--- src/rtl/lsu_mem_stage.sv ---
// RV32I memory-stage load/store unit.
// Word-read loads with local extension; split SH at byte offset 2.
module lsu_mem_stage #(
  parameter int ADDR_W = 9
) (
  input  logic              clk,
  input  logic              rst_n,
  input  logic              req_valid,
  output logic              req_ready,
  input  logic              req_load,
  input  logic              req_store,
  input  logic [2:0]        req_funct3,
  input  logic [31:0]       req_addr,
  input  logic [31:0]       req_wdata,
  input  logic [4:0]        req_rd,
  output logic              rsp_valid,
  input  logic              rsp_ready,
  output logic [31:0]       rsp_data,
  output logic [4:0]        rsp_rd,
  output logic              rsp_we,
  output logic              rsp_fault,
  output logic              mem_read,
  output logic              mem_write,
  output logic [2:0]        mem_funct3,
  output logic [ADDR_W-1:0] mem_addr,
  output logic [31:0]       mem_write_val,
  input  logic [31:0]       mem_read_val
);

  typedef enum logic [1:0] {
    IDLE, ACC, ACC2, RESP
  } state_t;

  state_t            r_state;
  logic              r_load;
  logic              r_split;
  logic [2:0]        r_f3;
  logic [1:0]        r_off;
  logic [7:0]        r_hi;
  logic [ADDR_W-1:0] r_addr;

  logic        w_both;
  logic        w_any;
  logic        w_range;
  logic        w_f3bad;
  logic        w_mis;
  logic        w_fault;
  logic        w_split;
  logic [31:0] w_lane;
  logic [31:0] w_ext;

  // Request legality and split-halfword detection.
  always_comb begin
    w_both  = req_load && req_store;
    w_any   = req_load || req_store;
    w_range = |req_addr[31:ADDR_W];
    w_f3bad = req_load
            ? (req_funct3 == 3'b011 ||
               req_funct3[2:1] == 2'b11)
            : (req_funct3 > 3'b010);
    w_mis = 1'b0;
    unique case (1'b1)
      req_funct3[1:0] == 2'b01:
        w_mis = req_addr[0];
      req_funct3[1:0] == 2'b10:
        w_mis = |req_addr[1:0];
      default:
        w_mis = 1'b0;
    endcase
    w_fault = w_both ||
              (w_any && (w_range || w_f3bad || w_mis));
    w_split = req_store && !w_fault &&
              req_funct3 == 3'b001 && req_addr[1];
  end

  // Lane select and extension of the word read.
  always_comb begin
    w_lane = mem_read_val >> {r_off, 3'b000};
    w_ext  = mem_read_val;
    unique case (1'b1)
      r_f3 == 3'b000:
        w_ext = {{24{w_lane[7]}}, w_lane[7:0]};
      r_f3 == 3'b001:
        w_ext = {{16{w_lane[15]}}, w_lane[15:0]};
      r_f3 == 3'b100:
        w_ext = {24'b0, w_lane[7:0]};
      r_f3 == 3'b101:
        w_ext = {16'b0, w_lane[15:0]};
      default:
        w_ext = mem_read_val;
    endcase
  end

  // Control FSM with registered memory and response outputs.
  always_ff @(posedge clk or negedge rst_n) begin
    if (!rst_n) begin
      r_state       <= IDLE;
      req_ready     <= 1'b1;
      rsp_valid     <= 1'b0;
      rsp_data      <= '0;
      rsp_rd        <= '0;
      rsp_we        <= 1'b0;
      rsp_fault     <= 1'b0;
      mem_read      <= 1'b0;
      mem_write     <= 1'b0;
      mem_funct3    <= '0;
      mem_addr      <= '0;
      mem_write_val <= '0;
      r_load        <= 1'b0;
      r_split       <= 1'b0;
      r_f3          <= '0;
      r_off         <= '0;
      r_hi          <= '0;
      r_addr        <= '0;
    end else begin
      unique case (r_state)
        IDLE: begin
          if (req_valid) begin
            r_load    <= req_load;
            r_split   <= w_split;
            r_f3      <= req_funct3;
            r_off     <= req_addr[1:0];
            r_hi      <= req_wdata[15:8];
            r_addr    <= req_addr[ADDR_W-1:0];
            req_ready <= 1'b0;
            rsp_rd    <= req_rd;
            rsp_data  <= '0;
            rsp_we    <= 1'b0;
            if (w_fault || !w_any) begin
              r_state   <= RESP;
              rsp_valid <= 1'b1;
              rsp_fault <= w_fault;
            end else begin
              r_state   <= ACC;
              rsp_fault <= 1'b0;
              mem_read  <= req_load;
              mem_write <= req_store;
              if (req_load) begin
                mem_funct3    <= 3'b010;
                mem_addr      <= {req_addr[ADDR_W-1:2],
                                  2'b00};
                mem_write_val <= '0;
              end else begin
                mem_funct3    <= w_split ? 3'b000
                                         : req_funct3;
                mem_addr      <= req_addr[ADDR_W-1:0];
                mem_write_val <= w_split
                  ? {24'b0, req_wdata[7:0]}
                  : req_wdata;
              end
            end
          end
        end
        ACC: begin
          if (r_load) begin
            rsp_data <= w_ext;
            rsp_we   <= (rsp_rd != 5'd0);
          end
          if (r_split) begin
            r_state       <= ACC2;
            mem_read      <= 1'b0;
            mem_write     <= 1'b1;
            mem_funct3    <= 3'b000;
            mem_addr      <= r_addr + ADDR_W'(1);
            mem_write_val <= {24'b0, r_hi};
          end else begin
            r_state       <= RESP;
            rsp_valid     <= 1'b1;
            mem_read      <= 1'b0;
            mem_write     <= 1'b0;
            mem_funct3    <= '0;
            mem_addr      <= '0;
            mem_write_val <= '0;
          end
        end
        ACC2: begin
          r_state       <= RESP;
          rsp_valid     <= 1'b1;
          mem_write     <= 1'b0;
          mem_funct3    <= '0;
          mem_addr      <= '0;
          mem_write_val <= '0;
        end
        RESP: begin
          if (rsp_ready) begin
            r_state   <= IDLE;
            req_ready <= 1'b1;
            rsp_valid <= 1'b0;
            rsp_data  <= '0;
            rsp_rd    <= '0;
            rsp_we    <= 1'b0;
            rsp_fault <= 1'b0;
          end
        end
        default: r_state <= IDLE;
      endcase
    end
  end

endmodule

--- config.mk ---
export PLATFORM = sky130hd
export DESIGN_NAME = lsu_mem_stage
export DESIGN_NICKNAME = d
export VERILOG_FILES = /design/src/rtl/lsu_mem_stage.sv
export SDC_FILE = /design/constraint.sdc
export NUM_CORES = 1
export LEC_CHECK = 0
export BUFFER_PORTS_ARGS = -buffer_cell sky130_fd_sc_hd__buf_2
export CAP_MARGIN = 10
export CORE_MARGIN = 2
export CORE_UTILIZATION = 26
export CTS_BUF_LIST = sky130_fd_sc_hd__clkbuf_8 sky130_fd_sc_hd__clkbuf_16
export CTS_CLUSTER_SIZE = 8
export DETAILED_ROUTE_END_ITERATION = 10
export PLACE_DENSITY = 0.49
export SETUP_SLACK_MARGIN = 0.3
export SYNTH_ARGS = -nofsm -noshare
export SYNTH_HDL_FRONTEND = slang
export SYNTH_SLANG_ARGS = --single-unit
--- constraint.sdc ---
create_clock -name clk -period 2.15 [get_ports clk]
set_input_delay 0.215 -clock clk [delete_from_list [all_inputs] [get_ports clk]]
set_output_delay 0.215 -clock clk [all_outputs]
set_load 0.01 [all_outputs]
==> impl_metrics.yaml, run 1 <==
critical_path:
  crit_family: "buffers and inverters"
  critical_path.max_fanout: 8
  slowest_delay_ps: 390
  end_kind: "flop"
  critPathArrivalTime_ps: 2100
  cp_data_required_time_ps: 2390
  path_class: "flop to flop"
  slowest_stage: "dfrtp_1"
  cpMostUsedCell: "buf_12"
  path_cells: "inv_2, ha_4, and2_4, nand4_4, a21boi_4, buf_12, buf_12, buf_16, mux2_4"
  cp-start-kind: "flop"
  cp_num_buf_inv: 4
synth:
  syn_inst: 524
  ys_seq_elements: 111
  synth-main-ff-cell: "dfrtp_1"
  synth_top_area_share_pct: 48.2
  yosysMostFrequentCell: "dfrtp_1"
  yosys-top-cells-count: "dfrtp_1 (110), nand2_1 (44), mux2_4 (39), o21ai_0 (39), a22o_1 (29)"
  synth_top_family_by_area: "multiplexers"
  synth_compound_area_share_pct: 15.5
  synthArstFlopShare_pct: 100
  ys_warn_count: 0
  postSynthAreaPerCell_sq_um: 10.9
  yosys-top-cells-area: "dfrtp_1 (48%), mux2_4 (10%), a22o_1 (4.4%)"
  syn-num-nets: 643
  muxShareOfSynthArea_pct: 15.9
  synth_simple_gate_area_share_pct: 13.0
  yosysSeqAreaShare_pct: 48.6
  synth_top_cell_by_area: "dfrtp_1"
  synthXorXnorAreaFrac_pct: 1.07
  synth_edf_count: 0
  synth_fa_ha_area_share_pct: 1.97
  synth_cell_types: 45
  syn_area_sq_mm: 0.00572
routing:
  dr.pass1.iters: 4
  drcViolationCount: 0
  initialDrtViolationCount: 172
  wl_mm: 18.0
  post_drt_wl_per_cell_um: 17.4
  avgViaCountPerCell: 4.69
  vias: 4860
  ant_nets: 0
pwr:
  pwr_density_cell_mw_per_mm2: 1430
  p_total_w: 0.0114
  ir_worst_vdd_mv: 0.560
  total_leakage_power_nw: 4.19
placed_design:
  gp_congestion: 0.773
  dp_hpwl_mm: 12.5
  portBuffers: 196
finish:
  fillers: 2254
  area_growth_pct: 39.1
  fin_util_pct: 36.7
  final_layout_size_suffix_gt1_share_pct: 45.8
  num-nets-final: 867
floorplan:
  ios: 197
  die_w_um: 152
  dieArea_sq_mm: 0.0232
  core-area_sq_mm: 0.0217
  die_h_um: 152
  initial_core_util_pct: 26.4
  placementRows: 54
run:
  drv_cap: 0
grt:
  grt_overflow: 0
  antenna_found_initial: 3
  grt_first_pass_wirelength_mm: 28.3
  grt_pass1_vias: 4994
  grt_max_degree: 43
  grt_usage_pct: 15.3
clock_tree:
  clkLatencyLatePin_ps: 360
  cts_root_buf: "clkbuf_16"
  cts_buffer_depth: 2
  h-tree-depth: 3
  cts_buffers: 9
  cts.sinks: 111
  cts.clk_slew.worst_paths_ps: 80
  cts_tree: "done"
timing:
  skew_ps: 10.4
  rsz0062_at_grt: "yes"
  worstMarginPinSlew_ps: 505
  holdWs_ps: 97.9
  setup_violations: 0
  slew_violations: 0
  post-route-period-util_pct: 86.7
  hold_viol_final: 0
  relSlewSlack_pct: 66.1
  fin_crit_ps: 1860
  fin_setup_tns_ps: 0
  fmax_mhz: 537
min_path:
  hold_class: "input port to flop"
outcome:
  status: "complete, no violations"
cells in the final DEF, fill, tap and decap left out, drive strengths merged, types with 12 or more instances in the layout:
cell type and count:
nand2 44, a22o 29, nand2b 17, inv 22
buf 241, a21oi 20, dfrtp 110, mux2 55
o21ai 42, mux2i 12, and3 28, o22ai 13
nor2 17
what timing repair did:
item | 4_1_cts | 5_1_grt
hold buffers | 1 | 0
cloned | 2 | 3
resized for setup | 10 | 21
hold endpoints to repair | 27 | 0
pin swaps | 5 | 4
setup buffers | 14 | 5
setup endpoints to repair | 71 | 79
worst reg2reg max path, cell delays in order, from the launching register on:
cell and delay (ps):
dfrtp_1 390, inv_2 70, ha_4 160, and2_4 150
nand4_4 60, a21boi_4 240, buf_12 150, buf_12 100
buf_16 130, mux2_4 300
metal layers:
metal | vias up | GRT usage [%] | part of all wire (%)
met4 | 2 | 3.47 | 0.93
li1 | 2343 | - | -
met3 | 11 | 4.52 | 7.0
met1 | 2341 | 21.1 | 46
met2 | 163 | 23.8 | 46
met5 | - | 0 | 0.039
cell type report:
cell class | instances | area (sq um) | share of cell area, %
Multi-Input combinational cell | 362 | 2860 | 36.0
Sequential cell | 111 | 2780 | 35.0
Timing Repair Buffer | 244 | 1570 | 19.8
Tap cell | 280 | 350 | 4.41
Clock buffer | 9 | 225 | 2.83
Clock inverter | 7 | 81.3 | 1.02
Inverter | 20 | 75.1 | 0.944
Antenna cell | 3 | 7.51 | 0.0944
registers in the layout, summed over array words and instances, names as in the netlist:
register	cells
rsp_valid	1
r_addr	8
mem_write	1
r_split	1
mem_write_val	32
rsp_rd	5
rsp_data	32
rsp_we	1
r_f3	3
r_hi	8
r_load	1
mem_read	1
mem_addr	9
r_off	1
req_ready	1
rsp_fault	1
r_state	2
mem_funct3	3
per-stage QoR:
step | std cells | cell area (sq um) | setup slack, ps
floorplan | 524 | 5760 | 218
global placement | 992 | 7200 | -12.2
detailed placement | 992 | 7200 | -40.8
CTS | 1025 | 7740 | 299
global route | 1034 | 7950 | 219
finish | 1036 | 7950 | 287
power breakdown:
part	internal [W]	switching, W	total [W]
combinational	0.00326	0.00301	0.00627
sequential	0.00282	0.000500	0.00332
clock	0.000923	0.000851	0.00177
worst paths after layout:
| kind | start | to | slack [ps] | depth (start not counted) |
|---|---|---|---|---|
| min in group asynchronous | rst_n | mem_read | 370 | 2 |
| min reg2reg | rsp_data[15] | rsp_data[15] | 480 | 1 |
| max | r_state[0] | mem_addr[7] | 290 | 9 |
| max in group asynchronous | rst_n | r_addr[1] | 1190 | 3 |
| max reg2reg | r_state[0] | mem_addr[7] | 290 | 9 |
| min | req_wdata[13] | r_hi[5] | 100 | 2 |
logic make-up (layout without fill, tap and decap cells):
group | count (synthesis) | after routing
muxes | 68 | 68
xor gates and xnor gates | 7 | 7
AOI/OAI and AO/OA | 134 | 134
DFF | 111 | 111
and+or+nand+nor | 144 | 144
other | 0 | 3
buffers and inverters | 51 | 280
adders and majority gates | 9 | 9
Power figures use the tool's default switching activity.
==> run 2, diff against run 1 <==
--- a/config.mk
+++ b/config.mk
@@ -5,6 +5,7 @@
 export SDC_FILE = /design/constraint.sdc
 export NUM_CORES = 1
 export LEC_CHECK = 0
+export ABC_AREA = 1
 export BUFFER_PORTS_ARGS = -buffer_cell sky130_fd_sc_hd__buf_2
 export CAP_MARGIN = 10
 export CORE_MARGIN = 2
==> impl_metrics.yaml, run 2 <==
timing:
  slew_violations: 0
  holdWs_ps: 50.2
  setup_violations: 0
  worstMarginPinSlew_ps: 383
  fin_setup_tns_ps: 0
  fmax_mhz: 574
  hold_viol_final: 0
  rsz0062_at_grt: "no"
  skew_ps: 15.1
  fin_crit_ps: 1740
  post-route-period-util_pct: 81.0
  relSlewSlack_pct: 74.5
critical_path:
  critPathArrivalTime_ps: 2040
  cp-startpoint: "r_state[0]"
  ff2ff_path_depth: 9
  rr_endpoint: "mem_funct3[0]"
  crit_end: "mem_funct3[0]"
  cp-start-kind: "flop"
  cp_data_required_time_ps: 2450
  critical_path.max_fanout: 32
  path_class: "flop to flop"
  r2r_slack_ps: 410
  end_kind: "flop"
  reg2reg_from: "r_state[0]"
finish:
  num-nets-final: 991
  multi_input_area_sq_mm: 0.00241
  area_growth_pct: 33.2
  reg_top3: "mem_write_val (32), rsp_data (32), mem_addr (9)"
  final_layout_size_suffix_gt1_share_pct: 30.8
  final_common_cell: "nand2_1"
  fillers: 2287
  final_area_sq_mm: 0.00738
  final_cell_mix: "nand2_1 (220), buf_2 (195), dfrtp_1 (108), o21ai_0 (55), inv_1 (45)"
  seq_area_sq_mm: 0.00278
synth:
  synth_top_cell_by_area: "dfrtp_1"
  syn_inst: 671
  synth_simple_gate_area_share_pct: 23.4
  postSynthAreaPerCell_sq_um: 8.26
  synthXorXnorAreaFrac_pct: 0.158
  synth_cell_types: 35
  synth-main-ff-cell: "dfrtp_1"
  syn-num-nets: 790
  muxShareOfSynthArea_pct: 0
  ys_warn_count: 0
  yosysMostFrequentCell: "nand2_1"
  synth_compound_area_share_pct: 17.1
  synth_fa_ha_area_share_pct: 2.03
  synth_edf_count: 0
  ys_seq_elements: 111
  synth_top_family_by_area: "simple AND/OR/NAND/NOR gates"
  synthArstFlopShare_pct: 100
  synth_top_area_share_pct: 49.7
  syn_area_sq_mm: 0.00554
  yosys-top-cells-area: "dfrtp_1 (50%), nand2_1 (15%), o21ai_0 (5.0%)"
  yosys-top-cells-count: "nand2_1 (221), dfrtp_1 (110), o21ai_0 (55)"
  yosysSeqAreaShare_pct: 50.1
clock_tree:
  clkLatencyLatePin_ps: 370
  cts_tree: "done"
  cts_buffers: 9
  cts.sinks: 111
  cts.clk_slew.worst_paths_ps: 100
  cts_root_buf: "clkbuf_16"
  cts_buffer_depth: 2
  h-tree-depth: 3
min_path:
  hold_path_depth: 3
  hold_class: "input port to flop"
run:
  drv_cap: 0
grt:
  antenna_found_initial: 3
  grt_overflow: 0
  grt_max_degree: 59
  grt_usage_pct: 16.3
  grt_pass1_vias: 5194
  grt_first_pass_wirelength_mm: 28.6
floorplan:
  die_h_um: 150
  initial_core_util_pct: 26.4
  core-area_sq_mm: 0.0210
  placementRows: 53
  dieArea_sq_mm: 0.0225
  die_w_um: 150
  ios: 197
pwr:
  ir_worst_vdd_mv: 0.633
  comb_power_share_pct: 50.8
  p_total_w: 0.0104
  seq_power_share_pct: 31.9
  switching_share_pct: 45.0
  power.switching_w: 0.00469
  pwr_density_cell_mw_per_mm2: 1410
  power_frac_clock_pct: 17.3
  total_leakage_power_nw: 3.98
  p_int_w: 0.00572
placed_design:
  dp_hpwl_mm: 13.0
  place_area_sq_mm: 0.00693
  gp_congestion: 0.836
  portBuffers: 196
routing:
  avgViaCountPerCell: 4.63
  vias: 5334
  wl_mm: 18.4
  ant_nets: 0
  dr.pass1.iters: 4
  drcViolationCount: 0
  initialDrtViolationCount: 335
  post_drt_wl_per_cell_um: 16.0
outcome:
  status: "complete, no violations"
run 2: changes by cell type in the layout (fill, tap and decap cells not counted), sizes merged, moves of 25 or more:
cell	change
inv	+33
mux2	-55
nand2	+180
nor2	+25
and3	-28
o21ai	+25
run 2: cells by family after synthesis:
family | Yosys count
AO/OA/AOI/OAI | 148
XOR/XNOR | 1
adder cells (fa/ha/maj) | 9
buffers and inverters | 88
flip-flops | 111
AND/OR/NAND/NOR | 314
run 2: routing by layer:
metal | share of wire [%] | vias up | track usage, %
li1 | - | 2651 | -
met1 | 47 | 2474 | 22.9
met3 | 7.8 | 26 | 4.76
met2 | 43 | 177 | 24.0
met4 | 1.9 | 6 | 5.00
met5 | 0.18 | - | 0
run 2: worst max-delay path: stages (launching register included):
cell,delay (ps)
dfrtp_1,410
inv_1,180
ha_4,180
nand2_1,70
inv_1,90
nand4_2,160
nand2_2,140
buf_12,200
nand4_1,160
nand2_1,100
run 2: worst min-delay path by stage:
stage / startpoint / slack, ps / endpoint
floorplan: rst_n / -80 / mem_addr[0]
detailed placement: rst_n / 170 / rsp_data[25]
global route: req_addr[8] / 50 / r_addr[8]
finish: req_addr[8] / 50 / r_addr[8]
global placement: rst_n / 170 / rsp_data[25]
CTS: req_addr[8] / 40 / r_addr[8]
run 2: through the flow:
| stage | worst slack (ps) | util, % | instances |
|---|---|---|---|
| floorplan | 338 | - | 671 |
| global placement | 289 | 33.1 | 1128 |
| finish | 408 | 35.2 | 1153 |
| CTS | 305 | 34.6 | 1145 |
| global route | 281 | 35.2 | 1152 |
| detailed placement | 294 | 33.1 | 1128 |
run 2: timing repair:
| action | CTS | global route |
|---|---|---|
| gates resized for setup | 0 | 16 |
| hold buffers | 1 | 0 |
| endpoints found under the hold margin | 23 | 0 |
| setup endpoints to repair | 0 | 78 |
| buffers inserted | 0 | 6 |
run 2: power by group through the flow:
stage | clock, W | sequential [W] | combinational (W)
6_report | 0.00180 | 0.00332 | 0.00528
5_1_grt | 0.00195 | 0.00342 | 0.00596
4_1_cts | 0.00187 | 0.00333 | 0.00509
3_5_place_dp | 0 | 0.00335 | 0.00507
3_3_place_gp | 0 | 0.00336 | 0.00505
2_1_floorplan | 0 | 0.00352 | 0.00304
run 2: cell type report:
type / count / area share (%)
Timing Repair Buffer: 227 / 18.0
Sequential cell: 111 / 37.7
Clock inverter: 7 / 1.27
Tap cell: 275 / 4.66
Multi-Input combinational cell: 472 / 32.7
Antenna cell: 1 / 0.0339
Clock buffer: 9 / 3.05
Inverter: 51 / 2.63
